**config.mk**
```make
export PLATFORM = sky130hd
export DESIGN_NAME = piece_queue
export DESIGN_NICKNAME = d
export VERILOG_FILES = /design/src/rtl/tetris_pkg.sv /design/src/rtl/piece_bitmap.sv /design/src/rtl/piece_queue.sv
export SDC_FILE = /design/constraint.sdc
export NUM_CORES = 1
export LEC_CHECK = 0
export CAP_MARGIN = 25
export CORE_AREA = 2 2 98 100
export DETAILED_ROUTE_END_ITERATION = 12
export DIE_AREA = 0 0 100 102
export GPL_TIMING_DRIVEN = 0
export PLACE_DENSITY = 0.78
export REMOVE_ABC_BUFFERS = 1
export SLEW_MARGIN = 20
export SYNTH_ARGS = -nofsm -noshare
export SYNTH_HDL_FRONTEND = slang
export SYNTH_SLANG_ARGS = --single-unit
```
**constraint.sdc**
```tcl
create_clock -name Clk -period 1.9 [get_ports Clk]
set_clock_uncertainty 0.1 [all_clocks]
set_input_delay 0.19 -clock Clk [delete_from_list [all_inputs] [get_ports Clk]]
set_output_delay 0.19 -clock Clk [all_outputs]
set_load 0.03 [all_outputs]
```
**src/rtl/tetris_pkg.sv**
```systemverilog
// Shared piece definitions for the piece queue: piece and state encodings,
// the 7x4x4 shape table and the preview bitmap placement.
package tetris_pkg;

    localparam int unsigned NUM_PIECES  = 7;
    localparam int unsigned PIECE_W     = 3;
    localparam int unsigned BAG_W       = NUM_PIECES;
    localparam int unsigned LFSR_W      = 16;
    localparam int unsigned TRY_W       = 4;
    localparam int unsigned MAX_TRIES   = 8;
    localparam int unsigned MAP_ROWS    = 12;
    localparam int unsigned MAP_COLS    = 10;
    localparam int unsigned SHAPE_DIM   = 4;
    localparam int unsigned PREVIEW_ROW = 4;
    localparam int unsigned PREVIEW_COL = 3;

    typedef enum logic [PIECE_W-1:0] {
        PIECE_I = 3'd0,
        PIECE_O = 3'd1,
        PIECE_T = 3'd2,
        PIECE_S = 3'd3,
        PIECE_Z = 3'd4,
        PIECE_J = 3'd5,
        PIECE_L = 3'd6
    } piece_e;

    typedef enum logic [1:0] {
        ST_INIT = 2'd0,
        ST_IDLE = 2'd1,
        ST_DRAW = 2'd2
    } state_e;

    typedef logic [MAP_ROWS-1:0][MAP_COLS-1:0] preview_map_t;

    // Indexed [piece][row][col]; col bit 0 lands on preview column PREVIEW_COL.
    localparam logic [0:NUM_PIECES-1][0:SHAPE_DIM-1][SHAPE_DIM-1:0] SHAPE_TABLE = {
        4'b0000, 4'b1111, 4'b0000, 4'b0000,   // I
        4'b0000, 4'b0110, 4'b0110, 4'b0000,   // O
        4'b0000, 4'b0111, 4'b0010, 4'b0000,   // T
        4'b0000, 4'b0110, 4'b0011, 4'b0000,   // S
        4'b0000, 4'b0011, 4'b0110, 4'b0000,   // Z
        4'b0000, 4'b0111, 4'b0100, 4'b0000,   // J
        4'b0000, 4'b0111, 4'b0001, 4'b0000    // L
    };

    // Fibonacci LFSR step, taps 16,14,13,11.
    function automatic logic [LFSR_W-1:0] lfsr_step(input logic [LFSR_W-1:0] s);
        return {s[LFSR_W-2:0], s[15] ^ s[13] ^ s[12] ^ s[10]};
    endfunction

endpackage

```
**src/rtl/piece_bitmap.sv**
```systemverilog
// Expands a piece type into a 12x10 preview bitmap; blank when disabled.
module piece_bitmap
    import tetris_pkg::*;
(
    input  logic [PIECE_W-1:0] piece_i,
    input  logic               en_i,
    output preview_map_t       map_o
);

    // Stamp the 4x4 shape into the fixed preview window.
    always_comb begin
        map_o = '0;
        if (en_i && (piece_i < PIECE_W'(NUM_PIECES))) begin
            for (int r = 0; r < SHAPE_DIM; r++) begin
                for (int c = 0; c < SHAPE_DIM; c++) begin
                    map_o[PREVIEW_ROW + r][PREVIEW_COL + c] = SHAPE_TABLE[piece_i][r][c];
                end
            end
        end
    end

endmodule

```
**src/rtl/piece_queue.sv**
```systemverilog
// Piece queue for the game FSM: active/next/hold pieces, 7-bag drawing and
// preview bitmaps. Macro PIECE_QUEUE_RANDOM_EN selects the LFSR-driven bag;
// without it pieces are drawn in fixed order 0..6.
module piece_queue
    import tetris_pkg::*;
#(
    parameter logic [LFSR_W-1:0] SEED = 16'hACE1
) (
    input  logic               Clk,
    input  logic               Reset,
    input  logic               spawn_req,
    input  logic               hold_req,
    output logic               ready,
    output logic               piece_valid,
    output logic [PIECE_W-1:0] active_type,
    output logic [PIECE_W-1:0] next_type,
    output logic               hold_valid,
    output logic [PIECE_W-1:0] hold_type,
    output preview_map_t       next_map,
    output preview_map_t       swap_map
);

    state_e               state_q, state_d;
    logic [LFSR_W-1:0]    lfsr_q, lfsr_d;
    logic [PIECE_W-1:0]   active_q, active_d;
    logic [PIECE_W-1:0]   next_q, next_d;
    logic [PIECE_W-1:0]   hold_q, hold_d;
    logic                 hold_valid_q, hold_valid_d;
    logic                 hold_allowed_q, hold_allowed_d;
    logic                 piece_valid_q, piece_valid_d;

    logic                 drawing;
    logic                 draw_done;
    logic [PIECE_W-1:0]   draw_piece;

    assign lfsr_d  = lfsr_step(lfsr_q);
    assign drawing = (state_q == ST_INIT) || (state_q == ST_DRAW);

`ifdef PIECE_QUEUE_RANDOM_EN
    logic [BAG_W-1:0]     used_q, used_d;
    logic [BAG_W-1:0]     used_set;
    logic [BAG_W:0]       used_ext;
    logic [TRY_W-1:0]     tries_q, tries_d;
    logic [PIECE_W-1:0]   cand;
    logic [PIECE_W-1:0]   lowest;

    assign cand     = lfsr_q[PIECE_W-1:0];
    assign used_ext = {1'b1, used_q};   // index 7 is never a valid piece

    // Lowest unused bag slot, used once the retry budget runs out.
    always_comb begin
        lowest = '0;
        for (int i = NUM_PIECES - 1; i >= 0; i--) begin
            if (!used_q[i]) lowest = PIECE_W'(i);
        end
    end

    // One candidate per cycle; forced pick after MAX_TRIES rejections.
    always_comb begin
        draw_done  = 1'b0;
        draw_piece = cand;
        tries_d    = tries_q;
        used_d     = used_q;
        used_set   = '0;
        if (drawing) begin
            if (tries_q >= TRY_W'(MAX_TRIES)) begin
                draw_done  = 1'b1;
                draw_piece = lowest;
            end else if (!used_ext[cand]) begin
                draw_done  = 1'b1;
            end else begin
                tries_d    = tries_q + 1'b1;
            end
            if (draw_done) begin
                used_set = used_q | (BAG_W'(1) << draw_piece);
                used_d   = (used_set == '1) ? '0 : used_set;
                tries_d  = '0;
            end
        end
    end

    // Bag mask and retry counter.
    always_ff @(posedge Clk) begin
        if (Reset) begin
            used_q  <= '0;
            tries_q <= '0;
        end else begin
            used_q  <= used_d;
            tries_q <= tries_d;
        end
    end
`else
    logic [PIECE_W-1:0]   seq_q, seq_d;

    assign draw_done  = drawing;
    assign draw_piece = seq_q;
    assign seq_d      = !drawing ? seq_q :
                        (seq_q == PIECE_W'(NUM_PIECES - 1)) ? '0 : seq_q + 1'b1;

    // Fixed-order sequence pointer.
    always_ff @(posedge Clk) begin
        if (Reset) seq_q <= '0;
        else       seq_q <= seq_d;
    end
`endif

    // Queue control: spawn, hold, swap and refill of the next piece.
    always_comb begin
        state_d        = state_q;
        active_d       = active_q;
        next_d         = next_q;
        hold_d         = hold_q;
        hold_valid_d   = hold_valid_q;
        hold_allowed_d = hold_allowed_q;
        piece_valid_d  = 1'b0;
        case (state_q)
            ST_INIT, ST_DRAW: begin
                if (draw_done) begin
                    next_d  = draw_piece;
                    state_d = ST_IDLE;
                end
            end
            ST_IDLE: begin
                if (spawn_req) begin
                    active_d       = next_q;
                    piece_valid_d  = 1'b1;
                    hold_allowed_d = 1'b1;
                    state_d        = ST_DRAW;
                end else if (hold_req && hold_allowed_q) begin
                    hold_allowed_d = 1'b0;
                    piece_valid_d  = 1'b1;
                    hold_d         = active_q;
                    if (!hold_valid_q) begin
                        hold_valid_d = 1'b1;
                        active_d     = next_q;
                        state_d      = ST_DRAW;
                    end else begin
                        active_d     = hold_q;
                    end
                end
            end
            default: state_d = ST_INIT;
        endcase
    end

    // State and piece registers.
    always_ff @(posedge Clk) begin
        if (Reset) begin
            state_q        <= ST_INIT;
            lfsr_q         <= SEED;
            active_q       <= PIECE_I;
            next_q         <= PIECE_I;
            hold_q         <= PIECE_I;
            hold_valid_q   <= 1'b0;
            hold_allowed_q <= 1'b0;
            piece_valid_q  <= 1'b0;
        end else begin
            state_q        <= state_d;
            lfsr_q         <= lfsr_d;
            active_q       <= active_d;
            next_q         <= next_d;
            hold_q         <= hold_d;
            hold_valid_q   <= hold_valid_d;
            hold_allowed_q <= hold_allowed_d;
            piece_valid_q  <= piece_valid_d;
        end
    end

    assign ready       = (state_q == ST_IDLE);
    assign piece_valid = piece_valid_q;
    assign active_type = active_q;
    assign next_type   = next_q;
    assign hold_valid  = hold_valid_q;
    assign hold_type   = hold_q;

    piece_bitmap u_next_map (
        .piece_i (next_q),
        .en_i    (1'b1),
        .map_o   (next_map)
    );

    piece_bitmap u_swap_map (
        .piece_i (hold_q),
        .en_i    (hold_valid_q),
        .map_o   (swap_map)
    );

endmodule

```
======== Word level (Yosys, flattened, before mapping) ========
Memory sizes are Yosys's and may differ from the RTL's.
Cells that the tools add are included.
word-level totals
  memory bits (read-only) ................. 256
  memories kept ........................... 2
  word-level logic and storage cells ...... 61
  register bits ........................... 17
  output and inout bits ................... 252
  input bits .............................. 4
memories
  name             words  width  rd ports  clocked after memory_dff  write ports  RTL line            RTL
  (no name shown)  8      16     1         0                         0            piece_bitmap.sv:16  map_o[PREVIEW_ROW + r][PREVIEW_COL + c] = SHAPE_TABLE[piece_i][r][c];
  (no name shown)  8      16     1         0                         0            piece_bitmap.sv:16
cells by class
  reductions and logical operators ........ 11
  muxes and demuxes ....................... 25
  equal/unequal tests ..................... 6
  $lt $le $gt $ge ......................... 4
  bitwise logic cells ..................... 4
  $add $sub $neg .......................... 1
operators with widths
  cell                 count
  $mux 16              4
  $mux 4               8
  $mux 3               4
  $ge 4x4->1 const B   2
  $mux 2               4
  $not 3->4            2
  $lt 3x3->1 const B   2
  $reduce_and 3->1     2
  $mux 1               4
  $pmux 2 s2           1
  $reduce_and 2->1     2
  $reduce_or 2->1      2
  $add 3x1->3 const B  1
  $eq 3x3->1 const B   1
  $ne 3x2->1 const B   1
  $ne 3x3->1 const B   1
  $eq 2x1->1 const B   1
  $eq 2x2->1 const B   1
  $logic_and 1x1->1    2
  $logic_not 2->1      1
  $ne 2x2->1 const B   1
  $not 1->1            2
  $reduce_bool 2->1    1
  $logic_or 1x1->1     1

======== Logic depth before layout (Yosys ltp) ========
  depth after elaboration ................. 5
  depth in mapped cells ................... 4
  mapped depth without buffers ............ 4

======== Cells and area by module ========
Synthesis repeated with hierarchy kept, for this count alone.
second synthesis, totals
  cells, all modules ...................... 337
  area total of the unflattened synthesis .. 2,648.8 µm²
modules (own cells, without submodules)
  module        times used  area an instance (µm²)  cells each
  piece_bitmap  2           957.2                   131
  piece_queue   1           734.5                   75

======== Worst setup path after synthesis ========
Ideal clock, no wire load.
  path type ............................... register -> output
  from .................................... register hold_valid_q (netlist: hold_valid)
  to ...................................... output port swap_map[53] (netlist name)
  path slack .............................. -0.522 ns
  buffers on the path ..................... 0
  cell stages (with the launch flop) ...... 4
  arrival ................................. 2.132 ns
  data required time ...................... 1.610 ns
  cells stage by stage .................... dfxtp_1 > inv_1 > a31oi_1 > a21boi_0
RTL lines
  what                    RTL line            RTL
  start, declared         piece_queue.sv:28   logic hold_valid_q, hold_valid_d;
  start signal, assigned  piece_queue.sv:163  hold_valid_q <= hold_valid_d;
  end, declared           piece_queue.sv:20   output preview_map_t swap_map

==> metrics <==
status=finished, final reports clean; GR Layer Usage met2=a little over 8%; vias in the first global route=790; grt ovf=0; buffer type at the clock tree root=clkbuf_8; initial antenna violation count=0; Die Footprint=0.0102 sq mm; share of cells above drive strength 1=4.76%; Port Buffers=29; Max Freq=552 MHz; final setup margin=87.6 ps; Clock power frac=18.8%; Hold Crit Class=register to register; final setup vio count=0; cell internal pwr=0.590 mW; mean area per synthesized cell=a little under 8 sq um; WL per Instance=7.31 um; synthesized area=0.00263 sq mm; fin nets=between 300 and 400; Post-synth EDFFs=0; area occupied by multi-input gates=0.00135 sq mm; Area growth, synth to finish=-17.0%; Final Cycle Share=roughly 95%; largest net degree at the start of global routing=21; vias=between 1000 and 1500; max-slew violations=0; PwrDens=between 600 and 700 mW/mm^2; Seq/Total Area, Yosys=12.9%; relative slew slack=58.4%; Final min period=1810 ps; Clk Latency, worst-skew pair=250 ps; CP Class=register to output port; number of diodes=0; Post-Place Cells=464; non-filler cells, final=468; register share of total power=~28%; Psw=0.818 mW; Total Routing Usage GR=~5.5%; routing usage on met3=1.44%; post-DR vias/cell=2.86; static leakage=1.23 nW; Detail Route Antenna Nets=0; CP Data Required Time=roughly 1600 ps; filler instances=between 900 and 1000; Initial Utilization=28.9%; Async SR Flop Fraction=0%; Final TNS setup=0 ps; Yosys reg bits=17; final WL=3420 um; Net Sw Frac=58.1%; core area=0.00911 sq mm; cells after synthesis=332; Bufs on Longest Clock Path=2; final hold slack=between 300 and 400 ps; CTS H-tree depth=1; Crit Path Max Fanout=9; # rows=35; GRT Max-Usage Layer=met2; VDD IR max=approximately 230 uV; Clock transition at path regs=60 ps; distinct cell type count after synthesis=29; final hold violation count=0; YS warnings=0; DP Worst Slack=-179 ps; DIE WIDTH=100 um; gpl congestion=0.677; CP endpoint kind=output port; DRC=0; Initial DRT Pass Iterations=3; CTS tree=built; HPWL Detailed=2940 um; first-pass GRT wire length=4120 um; clock buffer count from CTS=3; Slew @ Worst Pin=623 ps; Comb pwr share=around 53%; Data arrival, critical path=between 1500 and 2000 ps; RSZ-0062 raised after global routing=false; Primary FF master, synth=dfxtp_1; Max-Cap Viols=0; Iteration-0 DRC Markers=96; FF/Latch Area=349 sq um; die height=102 um; M1 GR Usage=6.56%; Worst setup SP type=register; # IOs=between 200 and 300; Num Clock Sinks=17
-- worst max-delay path, stage by stage (launching register included) --
cell,delay [ps]
dfxtp_2,380
nor3_1,190
clkdlybuf4s50_1,690
-- timing repair --
item / in CTS / in global routing
hold buffers: 0 / 0
gates resized for setup: 21 / 5
gates cloned: 0 / 0
endpoints found under the setup margin: 15 / 3
buffers inserted: 0 / 0
-- worst paths after layout --
kind / start / end / slack (ps) / depth (start not counted)
setup reg to reg: hold_allowed_q$_SDFFE_PP0P_ / hold_type[2]$_SDFFE_PP0P_ / 590 / 3
setup / recovery: next_type[0]$_SDFFE_PP0P_ / next_map[56] / 90 / 2
hold reg to reg: active_type[1]$_SDFFE_PP0P_ / hold_type[1]$_SDFFE_PP0P_ / 400 / 2
hold / removal: active_type[1]$_SDFFE_PP0P_ / hold_type[1]$_SDFFE_PP0P_ / 400 / 2
-- layout by cell type (no fill, tap or decap), types with 4 or more instances in the layout --
cell             netlist  final
nand2_1                4      4
nand2b_1               8      8
clkdlybuf4s50_1        0     16
conb_1                 1    226
o21ai_0                5      5
dfxtp_2                0      7
inv_1                  5      5
dfxtp_1               17     10
dlygate4sd2_1          0     10
nor2_1                14     14
a21oi_1               11     11
mux2i_1                8      8
nor3_1                 4      4
-- layout make-up --
class	count	share of cell area (%)
Tap cell	111	6.36
Clock buffer	4	2.06
Multi-Input combinational cell	302	62.0
Sequential cell	17	16.0
Timing Repair Buffer	29	12.7
Inverter	5	0.860
-- per-stage QoR --
stage | power, mW | cell area, sq um | utilization [%]
floorplan | 1.07 | 1710 | -
global placement | 1.14 | 2140 | 23.5
detailed placement | 1.14 | 2140 | 23.5
CTS | 1.41 | 2180 | 24.0
global route | 1.48 | 2180 | 24.0
finish | 1.41 | 2180 | 24.0
-- metal layers --
layer	part of all wire [%]	routed length, um
met2	49	1690
met4	2.6	89
met1	35	1200
met5	0	0
met3	13	445
-- flip-flops by register name, indices dropped and copies added, names as in the netlist --
name	cells
next_type	3
hold_type	3
hold_allowed_q	1
piece_valid	1
state_q	2
active_type	3
draw_piece	3
hold_valid	1
-- kinds of logic (layout without fill, tap and decap cells) --
group,after synthesis,after routing,synth area share (%)
buffers and inverters,238,38,67.7
AND/OR/NAND/NOR,38,38,8.61
XOR/XNOR,5,5,1.67
AO/OA/AOI/OAI,25,25,5.85
other,1,226,0.143
multiplexers,8,8,3.04
flip-flops,17,17,12.9
-- Yosys cell counts (3+ instances only) --
library cell / instances / area [sq um]
a211oi_1: 3 / 22.5
a21oi_1: 11 / 55.1
mux2i_1: 8 / 80.1
inv_1: 5 / 18.8
nor2_1: 14 / 52.6
xnor2_1: 3 / 26.3
nand2b_1: 8 / 50.1
o21ai_0: 5 / 25.0
dfxtp_1: 17 / 340
buf_4: 227 / 1700
nand2_1: 4 / 15.0
nor3_1: 4 / 20.0
-- power groups by stage --
stage / clock (mW) / combinational [mW] / sequential (mW)
after CTS: 0.276 / 0.731 / 0.402
after global placement: 0 / 0.732 / 0.409
final: 0.265 / 0.742 / 0.402
after global routing: 0.287 / 0.782 / 0.407
after detailed placement: 0 / 0.734 / 0.409
after floorplan: 0 / 0.656 / 0.419
No activity file was read; power rests on OpenSTA's default activity.
